**src/rtl/kim_counter_pkg.sv**
```systemverilog
// Shared types and defaults for the counter sequencer.
// Holds the FSM state encoding and the default count width.
package kim_counter_pkg;

  localparam int DEF_CNT_DATA_WIDTH = 7;

  typedef enum logic [2:0] {
    IDLE,
    LAUNCH,
    ARM,
    RUN,
    DONE,
    ERR
  } state_t;

endpackage

```
**src/rtl/kim_cmd_fifo.sv**
```systemverilog
// Synchronous command FIFO with level and full/empty flags.
// Ports: clk, rst, push/push_data, pop/pop_data, level, full, empty.
module kim_cmd_fifo #(
  parameter int W     = 7,
  parameter int DEPTH = 4,
  parameter int LW    = $clog2(DEPTH) + 1
) (
  input  logic          clk,
  input  logic          rst,
  input  logic          push,
  input  logic [W-1:0]  push_data,
  input  logic          pop,
  output logic [W-1:0]  pop_data,
  output logic [LW-1:0] level,
  output logic          full,
  output logic          empty
);

  localparam int AW = $clog2(DEPTH);

  logic [W-1:0]  mem [DEPTH];
  logic [AW-1:0] wr_ptr;
  logic [AW-1:0] rd_ptr;
  logic          do_push;
  logic          do_pop;

  assign full  = (level == LW'(DEPTH));
  assign empty = (level == '0);

  // A pop in the same cycle frees a slot, so push-when-full is legal then.
  assign do_pop  = pop && !empty;
  assign do_push = push && (!full || do_pop);

  assign pop_data = mem[rd_ptr];

  always_ff @(posedge clk) begin
    if (do_push) begin
      mem[wr_ptr] <= push_data;
    end
  end

  always_ff @(posedge clk or posedge rst) begin
    if (rst) begin
      wr_ptr <= '0;
      rd_ptr <= '0;
      level  <= '0;
    end else begin
      if (do_push) begin
        wr_ptr <= wr_ptr + AW'(1);
      end
      if (do_pop) begin
        rd_ptr <= rd_ptr + AW'(1);
      end
      if (do_push && !do_pop) begin
        level <= level + LW'(1);
      end else if (do_pop && !do_push) begin
        level <= level - LW'(1);
      end
    end
  end

endmodule

```
**src/rtl/kim_counter_seq.sv**
```systemverilog
// Sequencer that queues count commands, launches the counter and
// reports done/timeout_err with the target value in done_val.
module kim_counter_seq
  import kim_counter_pkg::*;
#(
  parameter int CNT_DATA_WIDTH = DEF_CNT_DATA_WIDTH,
  parameter int FIFO_DEPTH     = 4,
  parameter int TO_MARGIN      = 16,
  parameter int LW             = $clog2(FIFO_DEPTH) + 1
) (
  input  logic                      clk,
  input  logic                      rst,
  input  logic                      cmd_valid,
  input  logic [CNT_DATA_WIDTH-1:0] cmd_val,
  output logic                      cmd_ready,
  output logic                      start,
  output logic [CNT_DATA_WIDTH-1:0] cnt_val,
  input  logic [CNT_DATA_WIDTH-1:0] cnt,
  output logic                      busy,
  output logic                      done,
  output logic [CNT_DATA_WIDTH-1:0] done_val,
  output logic                      timeout_err,
  output logic [LW-1:0]             fifo_level
);

  localparam int W  = CNT_DATA_WIDTH;
  // Wide enough that target + TO_MARGIN never wraps.
  localparam int TW = W + $clog2(TO_MARGIN) + 1;

  state_t        state;
  state_t        state_n;
  logic [W-1:0]  target;
  logic [W-1:0]  target_n;
  logic [TW-1:0] timer;
  logic [TW-1:0] timer_n;
  logic [TW-1:0] timer_inc;
  logic [TW-1:0] limit;
  logic          pop;
  logic [W-1:0]  head;
  logic          full;
  logic          empty;

  kim_cmd_fifo #(
    .W     (W),
    .DEPTH (FIFO_DEPTH),
    .LW    (LW)
  ) u_fifo (
    .clk       (clk),
    .rst       (rst),
    .push      (cmd_valid && cmd_ready),
    .push_data (cmd_val),
    .pop       (pop),
    .pop_data  (head),
    .level     (fifo_level),
    .full      (full),
    .empty     (empty)
  );

  assign cmd_ready = !full;
  assign busy      = (state != IDLE) || !empty;

  assign timer_inc = timer + TW'(1);
  assign limit     = TW'(target) + TW'(TO_MARGIN);

  always_comb begin
    state_n  = state;
    timer_n  = timer;
    pop      = 1'b0;
    target_n = target;
    unique case (state)
      IDLE: begin
        if (!empty) begin
          pop      = 1'b1;
          target_n = head;
          state_n  = (head == '0) ? DONE : LAUNCH;
        end
      end
      LAUNCH: begin
        timer_n = '0;
        state_n = ARM;
      end
      ARM: begin
        state_n = RUN;
      end
      RUN: begin
        // timer_inc counts RUN cycles including this one.
        timer_n = timer_inc;
        if (cnt == target) begin
          state_n = DONE;
        end else if (timer_inc == limit) begin
          state_n = ERR;
        end
      end
      DONE: begin
        state_n = IDLE;
      end
      ERR: begin
        state_n = IDLE;
      end
      default: begin
        state_n = IDLE;
      end
    endcase
  end

  always_ff @(posedge clk or posedge rst) begin
    if (rst) begin
      state       <= IDLE;
      target      <= '0;
      timer       <= '0;
      start       <= 1'b0;
      cnt_val     <= '0;
      done        <= 1'b0;
      timeout_err <= 1'b0;
      done_val    <= '0;
    end else begin
      state       <= state_n;
      target      <= target_n;
      timer       <= timer_n;
      // Output registers mirror the state being entered.
      start       <= (state_n == LAUNCH);
      cnt_val     <= (state_n == LAUNCH) ? target_n : '0;
      done        <= (state_n == DONE);
      timeout_err <= (state_n == ERR);
      if (state_n == DONE || state_n == ERR) begin
        done_val <= target_n;
      end
    end
  end

endmodule

```
**config.mk**
```make
export PLATFORM = sky130hd
export DESIGN_NAME = kim_counter_seq
export DESIGN_NICKNAME = d
export VERILOG_FILES = /design/src/rtl/kim_counter_pkg.sv /design/src/rtl/kim_cmd_fifo.sv /design/src/rtl/kim_counter_seq.sv
export SDC_FILE = /design/constraint.sdc
export NUM_CORES = 1
export LEC_CHECK = 0
export CAP_MARGIN = 20
export CORE_ASPECT_RATIO = 1.2
export CORE_MARGIN = 2
export CORE_UTILIZATION = 40
export DETAILED_ROUTE_END_ITERATION = 10
export GPL_TIMING_DRIVEN = 0
export PLACE_DENSITY = 0.65
export SKIP_CTS_REPAIR_TIMING = 1
export SLEW_MARGIN = 30
export SYNTH_ARGS = -nofsm -noshare
export SYNTH_HDL_FRONTEND = slang
export SYNTH_SLANG_ARGS = --single-unit
```
**constraint.sdc**
```tcl
create_clock -name clk -period 5.7 [get_ports clk]
set_input_delay 0.855 -clock clk [delete_from_list [all_inputs] [get_ports clk]]
set_output_delay 0.855 -clock clk [all_outputs]
set_load 0.05 [all_outputs]
```
== After elaboration in Yosys (flattened, before gate mapping) ==
Memories as Yosys holds them, arrays and structs flattened.
Cells that the tools add are included.

* Bits in writable memories: 28
* Flip-flop bits (word level): 46
* Memories kept: 1
* Word-level logic and storage cells: 60
* Output and inout bits: 22

{| class="wikitable"
|+ Memory list
! memory !! depth !! bits a word !! read ports !! clocked after Yosys merged registers in !! wr ports !! RTL line !! source
|-
| u_fifo.mem || 4 || 7 || 1 || 0 || 1 || kim_cmd_fifo.sv:21 || <nowiki>logic [W-1:0] mem [DEPTH];</nowiki>
|}

* Add/sub/neg operators: 6
* Muxes and demuxes: 15
* Reductions and logical operators: 18
* Equal/unequal tests: 9

{| class="wikitable"
|+ Operator list
! operator !! count
|-
| $pmux 12 s2 || 1
|-
| $mux 7 || 3
|-
| $mux 3 || 6
|-
| $add 12x1->12 const B || 1
|-
| $eq 12x8->1 || 1
|-
| $pmux 3 s4 || 1
|-
| $eq 3x3->1 const B || 3
|-
| $add 7x5->8 const B || 1
|-
| $eq 7x7->1 || 1
|-
| $logic_not 7->1 || 1
|-
| $eq 3x1->1 const B || 2
|-
| $eq 3x2->1 const B || 2
|-
| $logic_not 3->1 || 2
|-
| $logic_and 1x1->1 || 5
|-
| $add 2x1->2 const B || 2
|-
| $logic_not 1->1 || 4
|-
| $mux 1 || 4
|-
| $reduce_bool 2->1 || 2
|-
| $add 3x1->3 const B || 1
|-
| $logic_or 1x1->1 || 3
|-
| $reduce_bool 3->1 || 1
|-
| $sub 3x1->3 const B || 1
|}

== Logic depth before layout (Yosys ltp) ==
* Word-level depth: 10
* Depth in mapped cells: 10
* Depth with buffers taken out: 9

== Modules after synthesis ==
Synthesis repeated with hierarchy kept, for this count alone.

* Cells, all modules: 278
* Area total of the unflattened synthesis: 3,517.1 um^2

{| class="wikitable"
|+ By module, submodules not included
! module !! cells each !! area an instance (um^2) !! sequential area each (um^2) !! instances
|-
| kim_counter_seq || 205 || 2,064.5 || 975.9 || 1
|-
| kim_cmd_fifo || 73 || 1,452.6 || 1,016.0 || 1
|}

== Worst setup path after synthesis ==
No wires, ideal clock.

* Kind: reg2reg
* From: register u_fifo.rd_ptr[0]
* To: register done_val[0]
* Buffers on the path: 2
* Period minus slack after synthesis: 2.671 ns
* Required time: 5.575 ns
* Arrival time: 2.546 ns
* Path slack: 3.029 ns
* Stages on the path, launching flop included: 9
* Cell sequence: dfrtp_1 buf_6 mux4_2 or4_1 nor4_2 a22o_2 a41o_4 buf_12 mux2_4

* Longest elaborated chain between the ends: 7
* Elaborated cells between the ends (all ways): 10

{| class="wikitable"
|+ Ends and longest elaborated chain
! what !! RTL line !! source
|-
| start: declaration || kim_cmd_fifo.sv:23 || <nowiki>logic [AW-1:0] rd_ptr;</nowiki>
|-
| start signal: assignment || kim_cmd_fifo.sv:52 || <nowiki>rd_ptr <= rd_ptr + AW'(1);</nowiki>
|-
| $mem_v2 4x7 (*) || -- ||
|-
| $logic_not 7->1 (*) || kim_counter_seq.sv:75 || <nowiki>state_n = (head == '0) ? DONE : LAUNCH;</nowiki>
|-
| $mux 3 (*) || kim_counter_seq.sv:75 ||
|-
| $mux 3 (*) || kim_counter_seq.sv:72 || <nowiki>if (!empty) begin</nowiki>
|-
| $pmux 3 s4 (*) || kim_counter_seq.sv:70 || <nowiki>unique case (state)</nowiki>
|-
| net state_n[2] || kim_counter_seq.sv:31 || <nowiki>state_t state_n;</nowiki>
|-
| $eq 3x3->1 || kim_counter_seq.sv:125 || <nowiki>if (state_n == DONE || state_n == ERR) begin</nowiki>
|-
| $logic_or 1x1->1 (*) || kim_counter_seq.sv:125 ||
|-
| end signal: assignment || kim_counter_seq.sv:126 || <nowiki>done_val <= target_n;</nowiki>
|-
| end: declaration || kim_counter_seq.sv:21 || <nowiki>output logic [CNT_DATA_WIDTH-1:0] done_val,</nowiki>
|}

Mark *: on every way through the listed nets, which the timed path passes. The rest lies on a longest branch.
A chain may end at the register's enable or synchronous reset.

== Worst setup path in the final report ==
* From: register u_fifo.rd_ptr[0]
* To: register done_val[6]

Same word-level chain as after synthesis.

==> flow_summary.html <==
<table>
<tr><th>Metric</th><th>Value</th></tr>
<tr><th colspan="2">CTS</th></tr>
<tr><td>Clock Sinks</td><td>74</td></tr>
<tr><td>Number of levels the H-tree was split into</td><td>3</td></tr>
<tr><td>Worst-case clock buffer depth</td><td>2</td></tr>
<tr><td>TritonCTS clock tree</td><td>built</td></tr>
<tr><td>Skew-Pair Late Insertion Delay</td><td>0.35 ns</td></tr>
<tr><td>Clock-pin transition on the worst setup and hold timing paths</td><td>0.08 ns</td></tr>
<tr><td>Number of buffers created by CTS</td><td>9</td></tr>
<tr><td>Clock root cell</td><td>sky130_fd_sc_hd__clkbuf_8</td></tr>
<tr><th colspan="2">Pwr</th></tr>
<tr><td>Power per cell area</td><td>447 mW/mm2</td></tr>
<tr><td>Total power after layout</td><td>0.00185 W</td></tr>
<tr><td>Maximum ir drop on the vdd rail</td><td>203 uV</td></tr>
<tr><td>Net switching component of the power</td><td>a little under 0.0007 W</td></tr>
<tr><td>Combinational group share of total power</td><td>between 30% and 40%</td></tr>
<tr><td>Switching part of the total</td><td>about 37%</td></tr>
<tr><td>Reg power frac</td><td>about two fifths</td></tr>
<tr><td>Clk network pwr share</td><td>a little over a fifth</td></tr>
<tr><td>Reported leakage power</td><td>roughly 1.7 nW</td></tr>
<tr><td>Pint</td><td>0.00116 W</td></tr>
<tr><th colspan="2">STA</th></tr>
<tr><td>RSZ-0062 raised after global routing</td><td>no</td></tr>
<tr><td>Final number of hold-violating endpoints</td><td>0</td></tr>
<tr><td>Sum Neg Setup Slack</td><td>0 ns</td></tr>
<tr><td>Worst slew margin relative to its limit</td><td>between 40% and 50%</td></tr>
<tr><td>Worst setup skew after layout</td><td>0.00603 ns</td></tr>
<tr><td>Upper clock frequency limit</td><td>between 300 and 400 MHz</td></tr>
<tr><td># setup viols final</td><td>0</td></tr>
<tr><td>Final critical-path share of the clock period</td><td>a little over half</td></tr>
<tr><td>Post-layout minimum cycle time</td><td>2.99 ns</td></tr>
<tr><td>Transition time at the pin with the least slew margin</td><td>0.779 ns</td></tr>
<tr><td>Final slew viol count</td><td>0</td></tr>
<tr><td>Tightest hold margin</td><td>0.514 ns</td></tr>
<tr><th colspan="2">Final layout</th></tr>
<tr><td>Total of fill cells in the finished design</td><td>roughly 730</td></tr>
<tr><td>Leading cell type in the layout, fill and taps excluded</td><td>sky130_fd_sc_hd__dfrtp_1</td></tr>
<tr><td>Highest-count cells in the layout ignoring fill and taps</td><td>sky130_fd_sc_hd__dfrtp_1, sky130_fd_sc_hd__clkdlybuf4s50_1, sky130_fd_sc_hd__edfxtp_1</td></tr>
<tr><td>Antenna Diode Count</td><td>0</td></tr>
<tr><td>Net count, final</td><td>between 300 and 400</td></tr>
<tr><td>Area grow syn2layout</td><td>21.0%</td></tr>
<tr><td>Fraction of final layout cells with drive strength greater than 1</td><td>between 10% and 20%</td></tr>
<tr><th colspan="2">Route</th></tr>
<tr><td>Wire length per cell after detailed routing</td><td>~16 um</td></tr>
<tr><td>Antenna-violating nets left</td><td>0</td></tr>
<tr><td>DRC viols</td><td>0</td></tr>
<tr><td>Total number of vias</td><td>~2100</td></tr>
<tr><td>Drt initial violations</td><td>88</td></tr>
<tr><td>Routed via count divided by cell count</td><td>between 5 and 6</td></tr>
<tr><td>Total Routed Length</td><td>about 6.5 mm</td></tr>
<tr><td>Number of iterations in the first detailed-routing pass</td><td>5</td></tr>
<tr><th colspan="2">Yosys</th></tr>
<tr><td>Synthesized netlist cell count</td><td>between 200 and 300</td></tr>
<tr><td>Cell area after synthesis</td><td>roughly 0.0034 mm2</td></tr>
<tr><td>Yosys Warn Count</td><td>0</td></tr>
<tr><td>Synthesized netlist net count</td><td>approximately 280</td></tr>
<tr><td>Syn_area_per_cell</td><td>13.5 um2</td></tr>
<tr><td>Distinct cell type count after synthesis</td><td>44</td></tr>
<tr><td>Register bit total from synthesis</td><td>74</td></tr>
<tr><td>Sequential fraction of the synthesis area</td><td>around three fifths</td></tr>
<tr><th colspan="2">Worst hold path</th></tr>
<tr><td>Hold endpoint</td><td>done_val[2]</td></tr>
<tr><td>Hold Path Depth</td><td>1</td></tr>
<tr><td>Source of the worst hold timing path</td><td>done_val[2]</td></tr>
<tr><td>Hold/Removal Path Class</td><td>flop to flop</td></tr>
<tr><th colspan="2">Setup path</th></tr>
<tr><td>Standard cell with the maximum stage delay on the critical path</td><td>sky130_fd_sc_hd__or4_1</td></tr>
<tr><td>Worst setup path class</td><td>flop to flop</td></tr>
<tr><td>Worst setup SP type</td><td>flop</td></tr>
<tr><td>Worst endpoint required time</td><td>just under 6 ns</td></tr>
<tr><td>Slack of the worst reg-to-reg path</td><td>~2.7 ns</td></tr>
<tr><td>Startpoint of the lowest-slack register-to-register path</td><td>u_fifo.rd_ptr[0]</td></tr>
<tr><td>Arrival time worst endpoint</td><td>between 3 and 4 ns</td></tr>
<tr><td>Worst Setup End Kind</td><td>flop</td></tr>
<tr><td>Critical Path, Cell by Cell</td><td>buf_6 &gt; mux4_2 &gt; or4_1 &gt; nor4_2 &gt; a22o_2 &gt; a41o_4 &gt; buf_12 &gt; mux2_4</td></tr>
<tr><td>Length in cells of the worst reg-to-reg path</td><td>8</td></tr>
<tr><td>Terminus of the critical flop-to-flop path</td><td>done_val[6]</td></tr>
<tr><td>Worst-path maximum fanout</td><td>9</td></tr>
<tr><td>Maximum single-stage delay on the critical path</td><td>0.55 ns</td></tr>
<tr><th colspan="2">Floorplanning</th></tr>
<tr><td>Core outline area</td><td>about 0.0082 mm2</td></tr>
<tr><td>Count of boundary I/O pins</td><td>39</td></tr>
<tr><td>Site row count</td><td>36</td></tr>
<tr><td>Initial standard-cell utilization of the core</td><td>between 40% and 50%</td></tr>
<tr><td>Width of the die</td><td>88.3 um</td></tr>
<tr><td>Die boundary height</td><td>approximately 110 um</td></tr>
<tr><td>Area of the die</td><td>around 0.0093 mm2</td></tr>
<tr><th colspan="2">Place</th></tr>
<tr><td>Half-perimeter wire length after detailed placement</td><td>between 4 and 5 mm</td></tr>
<tr><td>Gp weighted congestion</td><td>about 0.87</td></tr>
<tr><td>Number of buffers inserted by port buffering</td><td>38</td></tr>
<tr><th colspan="2">Global routing</th></tr>
<tr><td>Largest net degree at the start of global routing</td><td>47</td></tr>
<tr><td>Number of global-route vias before repair</td><td>around 2100</td></tr>
<tr><td>GRT Total Usage</td><td>between 15 and 20%</td></tr>
<tr><td>Global-route wire length before repair</td><td>10.6 mm</td></tr>
<tr><td>Number of antenna violations at the first check in global routing</td><td>0</td></tr>
<tr><td>Leftover overflow at the end of global routing</td><td>0</td></tr>
<tr><th colspan="2">Outcome</th></tr>
<tr><td>Result of the run</td><td>completed</td></tr>
<tr><th colspan="2">Flow run</th></tr>
<tr><td>Total of max-cap violations</td><td>0</td></tr>
</table>
==> synthesized netlist by cell type, drive strengths merged <==
cell type / number / area (um2)
clkbuf: 3 / 11.3
nand2b: 1 / 6.26
nor4: 5 / 50.1
nand3b: 1 / 7.51
o21ai: 13 / 65.1
ha: 7 / 87.6
edfxtp: 28 / 841
o31ai: 5 / 37.5
a31oi: 2 / 12.5
clkinv: 1 / 3.75
a22o: 1 / 10.0
inv: 5 / 18.8
nor2: 16 / 60.1
a211o: 1 / 10.0
xor2: 12 / 105
mux2i: 2 / 20.0
nand3: 5 / 25.0
xnor2: 15 / 131
fa: 1 / 20.0
or4: 2 / 15.0
buf: 5 / 57.6
or2: 1 / 6.26
and2: 10 / 68.8
o32ai: 1 / 8.76
a41o: 1 / 21.3
nand4: 4 / 25.0
mux4: 7 / 173
mux2: 9 / 128
o2bb2ai: 1 / 8.76
nor3: 2 / 10.0
a21o: 11 / 87.6
o21a: 1 / 7.51
nand2: 21 / 78.8
and3: 7 / 43.8
dfrtp: 46 / 1150
==> flip-flops by register name (all words and copies together), names as in the netlist, 3 cells and up <==
signal,flops
cnt_val,7
done_val,7
u_fifo.level,3
state,3
target,7
timer,12
u_fifo.mem,28
==> stage by stage <==
step	setup slack (ns)	cell area [um2]	std cells	util (%)
4_1_cts	2.68	4130	421	50.4
3_5_place_dp	2.50	3940	405	48.0
5_1_grt	2.55	4130	421	50.4
6_report	2.71	4130	421	50.4
2_1_floorplan	3.03	3410	253	-
3_3_place_gp	2.50	3940	405	48.0
==> worst max path at each step <==
stage                      from          end  slack, ns  depth (start not counted)
5_1_grt        u_fifo.rd_ptr[0]  done_val[2]       2.55                          8
3_5_place_dp             cnt[5]  done_val[6]       2.50                          8
4_1_cts        u_fifo.rd_ptr[0]  done_val[6]       2.68                          8
6_report       u_fifo.rd_ptr[0]  done_val[6]       2.71                          8
2_1_floorplan  u_fifo.rd_ptr[0]  done_val[0]       3.03                          8
3_3_place_gp             cnt[4]  done_val[6]       2.50                          8
==> power groups by stage <==
stage | Combinational [W] | Sequential (W) | Clock (W)
global placement | 0.000682 | 0.000765 | 0
floorplan | 0.000392 | 0.000868 | 0
finish | 0.000687 | 0.000757 | 0.000401
global route | 0.000755 | 0.000773 | 0.000435
detailed placement | 0.000693 | 0.000769 | 0
CTS | 0.000696 | 0.000758 | 0.000410
==> cell type report <==
type	instances	area (um2)	area share, %
inverters	6	25.0	0.606
repair buffers	38	380	9.21
clock buffers	9	124	3.00
well taps	114	143	3.45
multi-input cells	165	1330	32.2
flip-flops and latches	74	1990	48.2
plain buffers	8	68.8	1.67
clock inverters	7	68.8	1.67
==> critical path, delay by kind of cell (launching register included) <==
family / cells / cell delay [ns]
and+or+nand+nor: 2 / 1.04
muxes: 2 / 0.81
AOI/OAI and AO/OA: 2 / 0.38
DFF: 1 / 0.34
buffers and inverters: 2 / 0.30
==> logic make-up (layout without fill, tap and decap cells) <==
kind of cell / count (synthesis) / count (layout) / synth area share [%]
AO/OA/AOI/OAI: 37 / 37 / 7.88
adder cells (fa/ha/maj): 8 / 8 / 3.15
AND/OR/NAND/NOR: 75 / 75 / 11.6
flip-flops: 74 / 74 / 58.4
multiplexers: 18 / 18 / 9.38
XOR/XNOR: 27 / 27 / 6.93
buffers and inverters: 14 / 68 / 2.68
==> routing by layer <==
layer / share of wire [%] / vias to the layer above / GRT usage, %
li1: - / 1008 / -
met1: 43 / 1052 / 18.9
met2: 51 / 56 / 25.2
met3: 4.4 / 10 / 4.34
met4: 1.5 / 0 / 5.30
met5: 0 / - / 0
Note: power is estimated with default switching activity, not from simulation.
